`src/rtl/regfile_pkg.sv`:
```
`default_nettype none
// ============================================================================
// regfile_pkg -- shared widths, named registers and helpers for the regfile
// writeback arbiter.            Rev 1.0
// ============================================================================
package regfile_pkg;

    localparam int REG_ADDR_W = 5;
    localparam int DATA_W     = 32;
    localparam int NREGS      = 32;

    localparam logic [REG_ADDR_W-1:0] R31 = 5'd31;
    localparam logic [REG_ADDR_W-1:0] XP  = 5'd30;
    localparam logic [REG_ADDR_W-1:0] SP  = 5'd29;
    localparam logic [REG_ADDR_W-1:0] LP  = 5'd28;
    localparam logic [REG_ADDR_W-1:0] BP  = 5'd27;

    typedef enum logic [0:0] {
        GRANT_ALU = 1'b0,
        GRANT_MEM = 1'b1
    } grant_src_e;

    function automatic logic [5:0] popcount32(input logic [NREGS-1:0] v);
        logic [5:0] cnt;
        cnt = '0;
        for (int i = 0; i < NREGS; i++) begin
            cnt = cnt + 6'(v[i]);
        end
        return cnt;
    endfunction

endpackage
`default_nettype wire

```
`src/rtl/regfile_wb_arbiter_if.sv`:
```
`default_nettype none
// ============================================================================
// regfile_wb_arbiter_if -- issue, ALU/MEM writeback, regfile write port and
// status signals of the writeback arbiter.        Rev 1.0
// ============================================================================
interface regfile_wb_arbiter_if import regfile_pkg::*; ();

    logic                  issue_valid;
    logic [REG_ADDR_W-1:0] issue_dest;
    logic [REG_ADDR_W-1:0] issue_src_a;
    logic [REG_ADDR_W-1:0] issue_src_b;
    logic                  issue_stall;

    logic                  alu_valid;
    logic [REG_ADDR_W-1:0] alu_addr;
    logic [DATA_W-1:0]     alu_data;
    logic                  alu_ready;

    logic                  mem_valid;
    logic [REG_ADDR_W-1:0] mem_addr;
    logic [DATA_W-1:0]     mem_data;
    logic                  mem_ready;

    logic                  werf;
    logic [REG_ADDR_W-1:0] wa;
    logic [DATA_W-1:0]     wdata;

    logic [5:0]            pending_count;
    logic                  err_unexpected;

    modport slave (
        input  issue_valid, issue_dest, issue_src_a, issue_src_b,
        output issue_stall,
        input  alu_valid, alu_addr, alu_data,
        output alu_ready,
        input  mem_valid, mem_addr, mem_data,
        output mem_ready,
        output werf, wa, wdata,
        output pending_count, err_unexpected
    );

    modport master (
        output issue_valid, issue_dest, issue_src_a, issue_src_b,
        input  issue_stall,
        output alu_valid, alu_addr, alu_data,
        input  alu_ready,
        output mem_valid, mem_addr, mem_data,
        input  mem_ready,
        input  werf, wa, wdata,
        input  pending_count, err_unexpected
    );

endinterface
`default_nettype wire

```
`src/rtl/rr_arb2.sv`:
```
`default_nettype none
// ============================================================================
// rr_arb2 -- two-way round-robin arbiter with one-hot grant; bit 0 = ALU,
// bit 1 = MEM.                    Rev 1.0
// ============================================================================
module rr_arb2 import regfile_pkg::*; #(
    parameter bit ALU_FIRST = 1'b1
) (
    input  wire logic       clock,
    input  wire logic       reset,
    input  wire logic [1:0] req_i,
    output logic      [1:0] gnt_o
);

    grant_src_e last_q;
    grant_src_e last_d;

    // Seeding "last" with the other requester gives the preferred one the first tie.
    always_ff @(posedge clock or posedge reset) begin
        if (reset) begin
            last_q <= ALU_FIRST ? GRANT_MEM : GRANT_ALU;
        end else begin
            last_q <= last_d;
        end
    end

    always_comb begin
        gnt_o  = 2'b00;
        last_d = last_q;
        case (req_i)
            2'b01:   gnt_o = 2'b01;
            2'b10:   gnt_o = 2'b10;
            2'b11:   gnt_o = (last_q == GRANT_MEM) ? 2'b01 : 2'b10;
            default: gnt_o = 2'b00;
        endcase
        if (gnt_o[0]) begin
            last_d = GRANT_ALU;
        end else if (gnt_o[1]) begin
            last_d = GRANT_MEM;
        end
    end

endmodule
`default_nettype wire

```
`src/rtl/regfile_wb_arbiter.sv`:
```
`default_nettype none
// ============================================================================
// regfile_wb_arbiter -- pending-write scoreboard with issue hazard stall and
// round-robin ALU/MEM writeback onto a single regfile write port.  Rev 1.0
// ============================================================================
module regfile_wb_arbiter import regfile_pkg::*; #(
    parameter int unsigned ZERO_REG  = 31,
    parameter bit          ALU_FIRST = 1'b1
) (
    input  wire logic             clock,
    input  wire logic             reset,
    regfile_wb_arbiter_if.slave   bus
);

    localparam logic [REG_ADDR_W-1:0] ZERO_ADDR = REG_ADDR_W'(ZERO_REG);

    logic [NREGS-1:0]      pending_q, pending_d;
    logic [5:0]            count_q;
    logic                  err_q, err_d;
    logic                  werf_q, werf_d;
    logic [REG_ADDR_W-1:0] wa_q, wa_d;
    logic [DATA_W-1:0]     wdata_q, wdata_d;

    logic                  hz_a, hz_b, hz_d, stall;
    logic [1:0]            req, gnt;
    logic                  xfer;
    logic [REG_ADDR_W-1:0] xfer_addr;
    logic [DATA_W-1:0]     xfer_data;

    assign hz_a  = (bus.issue_src_a != ZERO_ADDR) && pending_q[bus.issue_src_a];
    assign hz_b  = (bus.issue_src_b != ZERO_ADDR) && pending_q[bus.issue_src_b];
    assign hz_d  = (bus.issue_dest  != ZERO_ADDR) && pending_q[bus.issue_dest];
    assign stall = !reset && bus.issue_valid && (hz_a || hz_b || hz_d);

    // Requests are masked during reset so no grant can be seen while state is cleared.
    assign req = {bus.mem_valid, bus.alu_valid} & {2{!reset}};

    rr_arb2 #(
        .ALU_FIRST (ALU_FIRST)
    ) u_arb (
        .clock (clock),
        .reset (reset),
        .req_i (req),
        .gnt_o (gnt)
    );

    assign xfer      = |gnt;
    assign xfer_addr = gnt[1] ? bus.mem_addr : bus.alu_addr;
    assign xfer_data = gnt[1] ? bus.mem_data : bus.alu_data;

    always_comb begin
        pending_d = pending_q;
        err_d     = err_q;
        werf_d    = 1'b0;
        wa_d      = wa_q;
        wdata_d   = wdata_q;
        if (xfer && (xfer_addr != ZERO_ADDR)) begin
            werf_d              = 1'b1;
            wa_d                = xfer_addr;
            wdata_d             = xfer_data;
            err_d               = err_q || !pending_q[xfer_addr];
            pending_d[xfer_addr] = 1'b0;
        end
        // Same-register set/clear cannot coincide: that issue would have stalled.
        if (bus.issue_valid && !stall && (bus.issue_dest != ZERO_ADDR)) begin
            pending_d[bus.issue_dest] = 1'b1;
        end
    end

    always_ff @(posedge clock or posedge reset) begin
        if (reset) begin
            pending_q <= '0;
            count_q   <= '0;
            err_q     <= 1'b0;
            werf_q    <= 1'b0;
            wa_q      <= '0;
            wdata_q   <= '0;
        end else begin
            pending_q <= pending_d;
            count_q   <= popcount32(pending_d);
            err_q     <= err_d;
            werf_q    <= werf_d;
            wa_q      <= wa_d;
            wdata_q   <= wdata_d;
        end
    end

    assign bus.issue_stall    = stall;
    assign bus.alu_ready      = gnt[0];
    assign bus.mem_ready      = gnt[1];
    assign bus.werf           = werf_q;
    assign bus.wa             = wa_q;
    assign bus.wdata          = wdata_q;
    assign bus.pending_count  = count_q;
    assign bus.err_unexpected = err_q;

endmodule
`default_nettype wire

```
`src/flat_wrapper.sv`:
```
// flat-port wrapper written by rule: the top's interface ports become plain ports
module regfile_wb_arbiter_flat import regfile_pkg::*;
#(
    parameter int unsigned ZERO_REG  = 31,
    parameter bit          ALU_FIRST = 1'b1
)
  (clock, reset, bus_issue_valid, bus_issue_dest, bus_issue_src_a, bus_issue_src_b, bus_issue_stall, bus_alu_valid, bus_alu_addr, bus_alu_data, bus_alu_ready, bus_mem_valid, bus_mem_addr, bus_mem_data, bus_mem_ready, bus_werf, bus_wa, bus_wdata, bus_pending_count, bus_err_unexpected);
  regfile_wb_arbiter_if bus_i ();
  input  wire logic clock;
  input  wire logic reset;
  input wire logic [$bits(bus_i.issue_valid)-1:0] bus_issue_valid;
  input wire logic [$bits(bus_i.issue_dest)-1:0] bus_issue_dest;
  input wire logic [$bits(bus_i.issue_src_a)-1:0] bus_issue_src_a;
  input wire logic [$bits(bus_i.issue_src_b)-1:0] bus_issue_src_b;
  output wire logic [$bits(bus_i.issue_stall)-1:0] bus_issue_stall;
  input wire logic [$bits(bus_i.alu_valid)-1:0] bus_alu_valid;
  input wire logic [$bits(bus_i.alu_addr)-1:0] bus_alu_addr;
  input wire logic [$bits(bus_i.alu_data)-1:0] bus_alu_data;
  output wire logic [$bits(bus_i.alu_ready)-1:0] bus_alu_ready;
  input wire logic [$bits(bus_i.mem_valid)-1:0] bus_mem_valid;
  input wire logic [$bits(bus_i.mem_addr)-1:0] bus_mem_addr;
  input wire logic [$bits(bus_i.mem_data)-1:0] bus_mem_data;
  output wire logic [$bits(bus_i.mem_ready)-1:0] bus_mem_ready;
  output wire logic [$bits(bus_i.werf)-1:0] bus_werf;
  output wire logic [$bits(bus_i.wa)-1:0] bus_wa;
  output wire logic [$bits(bus_i.wdata)-1:0] bus_wdata;
  output wire logic [$bits(bus_i.pending_count)-1:0] bus_pending_count;
  output wire logic [$bits(bus_i.err_unexpected)-1:0] bus_err_unexpected;
  assign bus_i.issue_valid = bus_issue_valid;
  assign bus_i.issue_dest = bus_issue_dest;
  assign bus_i.issue_src_a = bus_issue_src_a;
  assign bus_i.issue_src_b = bus_issue_src_b;
  assign bus_issue_stall = bus_i.issue_stall;
  assign bus_i.alu_valid = bus_alu_valid;
  assign bus_i.alu_addr = bus_alu_addr;
  assign bus_i.alu_data = bus_alu_data;
  assign bus_alu_ready = bus_i.alu_ready;
  assign bus_i.mem_valid = bus_mem_valid;
  assign bus_i.mem_addr = bus_mem_addr;
  assign bus_i.mem_data = bus_mem_data;
  assign bus_mem_ready = bus_i.mem_ready;
  assign bus_werf = bus_i.werf;
  assign bus_wa = bus_i.wa;
  assign bus_wdata = bus_i.wdata;
  assign bus_pending_count = bus_i.pending_count;
  assign bus_err_unexpected = bus_i.err_unexpected;
  regfile_wb_arbiter #(.ZERO_REG(ZERO_REG), .ALU_FIRST(ALU_FIRST)) u_core (.clock(clock), .reset(reset), .bus(bus_i));
endmodule
```
`config.mk`:
```
export PLATFORM = sky130hd
export DESIGN_NAME = regfile_wb_arbiter_flat
export DESIGN_NICKNAME = d
export VERILOG_FILES = /design/src/rtl/regfile_pkg.sv /design/src/rtl/regfile_wb_arbiter_if.sv /design/src/rtl/rr_arb2.sv /design/src/rtl/regfile_wb_arbiter.sv /design/src/flat_wrapper.sv
export SDC_FILE = /design/constraint.sdc
export NUM_CORES = 1
export LEC_CHECK = 0
export CORE_MARGIN = 10
export CORE_UTILIZATION = 50
export DETAILED_ROUTE_END_ITERATION = 7
export PLACE_DENSITY_LB_ADDON = 0.3
export SYNTH_ARGS = -nofsm -noshare
export SYNTH_HDL_FRONTEND = slang
export SYNTH_SLANG_ARGS = --single-unit
export TNS_END_PERCENT = 50
```
`constraint.sdc`:
```
create_clock -name clock -period 9.76 [get_ports clock]
set_clock_uncertainty 0.15 [all_clocks]
set_input_delay 1.952 -clock clock [delete_from_list [all_inputs] [get_ports clock]]
set_output_delay 1.952 -clock clock [all_outputs]
set_load 0.005 [all_outputs]
```
==> flow_summary.toml <==
[run_status]
status = "finished clean"

[critical_path]
critical-path-max-stage-delay_ns = 0.78
data_arrival_time_of_the_critical_path_ns = 9.33
path_buf_inv = 3
worst-setup-path-type = "in2reg"
crit_path_end_kind = "flop"
timing.critical_path.mode_cell = "sky130_fd_sc_hd__fa_1"
category_of_the_worst_setup_path_launch_point = "primary input"
worst_ep_required_time_ns = 9.88
critical-path-slowest-cell = "sky130_fd_sc_hd__clkdlybuf4s50_1"
critical_path.max_fanout = 9
worstSetupStartpoint = "bus_issue_src_b[0]"
dominant_delay_contributor_by_cell_family_on_the_critical_path = "adder cells"
critical_path.cell_chain = "clkdlybuf4s50_1 -> mux4_2 -> mux4_2 -> mux2i_1 -> o211ai_1 -> o21a_1 -> o21ai_0 -> ha_1 -> fa_1 -> fa_1 -> fa_1 -> fa_1 -> inv_1 -> fa_1 -> fa_1 -> fa_1 -> inv_1 -> fa_1 -> a21o_1 -> a21oi_1 -> xnor2_1"
worstReg2RegStart = "u_core.pending_q[20]"

[floorplanning]
core-area_mm2 = 0.01191
dieArea_mm2 = 0.01688
start_util_pct = 50.71
die_width_um = 129.9
chipHeight_um = 129.9
floorplan.rows = 40
io-pin-count = 142

[drt]
postRouteAntennaNets = 0
drt_first_pass_iters = 8
wl_per_cell_um = 21.70
postRouteWirelength_um = 20510
detail_route.iter0.violations = 545
post_drt_via_cell_ratio = 6.092
detailroute.via_count = 5757
remaining_drc_errors = 0

[clock_tree]
tritoncts = "yes"
clock_tree.buffer_depth = 2
clk-insertion-delay-late_ns = 0.34
cts_repair_resize_count = 0
hold_buffers = 0
post_cts_buffers = 0
clock-sinks = 78
ctsRootBufferMaster = "sky130_fd_sc_hd__clkbuf_16"
clock_tree.htree_level_count = 3
clkSlewWorstSetupHoldPaths_ns = 0.06
cts-buffers-inserted = 9

[synth]
yosys_register_bits = 78
synth.area.top_cells = "sky130_fd_sc_hd__dfrtp_1, sky130_fd_sc_hd__mux2i_1, sky130_fd_sc_hd__fa_1"
mappedNetlistNets = 792
synth-edff-count = 0
synthesis.instances = 666
netlist_area_mm2 = 0.006041
post-synth-top-area-fraction_pct = 31.90
ys.warnings.count = 0
synth_ff_type = "sky130_fd_sc_hd__dfrtp_1"
yosysSeqAreaShare_pct = 32.33
synth_largest_area_cell = "sky130_fd_sc_hd__dfrtp_1"
post_synth_num_cell_types = 46
async_flop_share_pct = 100.0
syn-mean-instance-area_um2 = 9.070

[layout]
final_cells = 945
fin_nets = 919
area_growth_pct = 30.47
final.fill_count = 975
final_area_mm2 = 0.007881
drive_gt1_share_pct = 6.516
antenna-diode-count = 0

[timing]
max_freq_mhz = 108.5
worstMarginPinSlew_ns = 0.9946
report.final.setup_viol = 0
setup_repair_after_global_routing_missed_its_margin = "no"
fin_crit_ns = 9.216
final_hold_viol_count = 0
max_slew_margin_pct = 33.70
tns_ns = 0
pins_over_their_slew_limit = 0
hold_worst_slack_ns = 0.3116
timing.final.crit_share_pct = 94.43

[run]
max-cap-violations = 0

[place]
dp.cells = 929
portBuffers = 141
cell_area_reported_after_detailed_placement_mm2 = 0.007604
dp_hpwl_um = 15700
final_weighted_congestion_in_routability_driven_placement = 0.9786

[min_path]
holdCritStartpoint = "u_core.bus.err_unexpected"
min_path_type = "reg2reg"

[global_routing]
use_met1_pct = 30.35
gr-usage-met2_pct = 39.32
grt_antenna_before_repair = 0
grt_pass1_vias = 5750
grt_most_used_layer = "met2"
grt_pass1_wl_um = 31490
grt_start_max_net_pins = 78
grt_overflow = 0
grt_usage_pct = 24.20
grt_use_met3_pct = 5.193

[pwr]
power_density_mw_per_mm2 = 396.4
total_leakage_power_nw = 3.387
ir_worst_vdd_mv = 1.584
## worst reg2reg max path, cell delays in order, from the launching register on
cell,delay [ns]
sky130_fd_sc_hd__dfrtp_1,0.54
sky130_fd_sc_hd__mux4_2,0.52
sky130_fd_sc_hd__mux4_2,0.46
sky130_fd_sc_hd__mux2i_1,0.14
sky130_fd_sc_hd__o211ai_1,0.20
sky130_fd_sc_hd__o21a_1,0.35
sky130_fd_sc_hd__o21ai_0,0.27
sky130_fd_sc_hd__ha_1,0.29
sky130_fd_sc_hd__fa_1,0.50
sky130_fd_sc_hd__fa_1,0.52
sky130_fd_sc_hd__fa_1,0.52
sky130_fd_sc_hd__fa_1,0.55
sky130_fd_sc_hd__inv_1,0.06
sky130_fd_sc_hd__fa_1,0.49
sky130_fd_sc_hd__fa_1,0.56
sky130_fd_sc_hd__fa_1,0.17
sky130_fd_sc_hd__inv_1,0.05
sky130_fd_sc_hd__fa_1,0.39
sky130_fd_sc_hd__a21o_1,0.19
sky130_fd_sc_hd__a21oi_1,0.17
sky130_fd_sc_hd__xnor2_1,0.13
## sequential cells by signal, summed over array words and instances (netlist names)
name                       cells
u_core.bus.werf                1
u_core.pending_q              32
u_core.bus.err_unexpected      1
u_core.bus.wdata              32
u_core.bus.wa                  5
u_core.u_arb.last_q            1
u_core.bus.pending_count       6
## routing by layer
| layer | up-vias | part of all wire (%) |
|---|---|---|
| met1 | 2729 | 39 |
| met5 | - | 0 |
| met4 | 0 | 3.8 |
| li1 | 2658 | - |
| met3 | 58 | 8.6 |
| met2 | 312 | 48 |
## layout make-up
type	count	area [µm²]	area share, %
Inverter	25	95.09	1.207
Timing Repair Buffer	160	1554	19.72
Clock inverter	4	31.28	0.3969
Sequential cell	78	1953	24.78
Clock buffer	12	246.5	3.127
Multi-Input combinational cell	519	3817	48.44
Tap cell	147	183.9	2.334
## layout by cell type (no fill, tap or decap), types with 4 or more instances in the layout
master                              n
sky130_fd_sc_hd__a211oi_1          17
sky130_fd_sc_hd__a21o_1             4
sky130_fd_sc_hd__a21oi_1           46
sky130_fd_sc_hd__a22o_1             7
sky130_fd_sc_hd__a22oi_1           16
sky130_fd_sc_hd__a311oi_1           9
sky130_fd_sc_hd__and2_1             5
sky130_fd_sc_hd__and3_1             5
sky130_fd_sc_hd__buf_4             19
sky130_fd_sc_hd__clkbuf_16          9
sky130_fd_sc_hd__clkdlybuf4s50_1  141
sky130_fd_sc_hd__dfrtp_1           77
sky130_fd_sc_hd__fa_1              24
sky130_fd_sc_hd__ha_1               8
sky130_fd_sc_hd__inv_1             24
sky130_fd_sc_hd__mux2_2             4
sky130_fd_sc_hd__mux2i_1           74
sky130_fd_sc_hd__mux4_2            11
sky130_fd_sc_hd__nand2_1           63
sky130_fd_sc_hd__nand2b_1          37
sky130_fd_sc_hd__nand3_1           11
sky130_fd_sc_hd__nand3b_1           4
sky130_fd_sc_hd__nor2_1            53
sky130_fd_sc_hd__nor2b_1            6
sky130_fd_sc_hd__nor3_1             8
sky130_fd_sc_hd__o21a_1            14
sky130_fd_sc_hd__o21ai_0           41
sky130_fd_sc_hd__o21ai_1           16
sky130_fd_sc_hd__o22ai_1           12
sky130_fd_sc_hd__or3_1              7
## synth_stat cells (all sizes together) (2+ instances only)
| library cell | instances |
|---|---|
| nand2 | 64 |
| clkbuf | 29 |
| inv | 25 |
| o22ai | 12 |
| xor2 | 2 |
| buf | 15 |
| nand3 | 11 |
| nand3b | 4 |
| a21o | 4 |
| a22o | 7 |
| o21ai | 57 |
| dfrtp | 77 |
| nor2 | 53 |
| a211oi | 17 |
| or3 | 7 |
| o22a | 2 |
| fa | 24 |
| ha | 8 |
| nor2b | 6 |
| and3 | 5 |
| a311oi | 9 |
| mux4 | 11 |
| o21a | 14 |
| a22oi | 16 |
| and2 | 5 |
| a21oi | 46 |
| nand2b | 37 |
| nor3 | 8 |
| mux2i | 74 |
| mux2 | 4 |
## stage by stage
| stage | util [%] | setup slack, ns | power (mW) |
|---|---|---|---|
| floorplan | - | 0.04042 | 2.264 |
| global placement | 63.83 | 0.3393 | 2.756 |
| detailed placement | 63.83 | 0.1870 | 2.884 |
| CTS | 66.17 | 0.5291 | 3.201 |
| global route | 66.17 | 0.1250 | 3.561 |
| finish | 66.17 | 0.5438 | 3.124 |
## path summary, 6_finish.rpt
check | endpoint | slack, ns | cells after the start
worst max-delay path | u_core.bus.pending_count[4] | 0.54 | 21
worst min-delay path | u_core.bus.err_unexpected | 0.31 | 1
worst max register to register | u_core.bus.pending_count[4] | 2.46 | 20
worst min register to register | u_core.bus.err_unexpected | 0.31 | 1
max in group asynchronous | u_core.pending_q[3] | 6.56 | 3
min in group asynchronous | u_core.pending_q[23] | 1.71 | 2
## cell families (layout without fill, tap and decap cells)
group | Yosys count | after routing | share of synthesized area, %
AO/OA/AOI/OAI | 191 | 191 | 19.76
XOR/XNOR | 3 | 3 | 0.4350
adder cells (fa/ha/maj) | 32 | 32 | 9.611
buffers and inverters | 69 | 201 | 4.660
flip-flops | 78 | 78 | 32.33
multiplexers | 89 | 89 | 17.11
AND/OR/NAND/NOR | 204 | 204 | 16.09
## power by group
group,switching [mW],internal [mW],total (mW),leakage (nW)
Sequential,0.134,0.450,0.585,0.916
Clock,0.136,0.181,0.317,0.137
Combinational,1.16,1.06,2.22,2.33
Total,1.43,1.69,3.12,3.39
(Power assumes the default switching activity.)
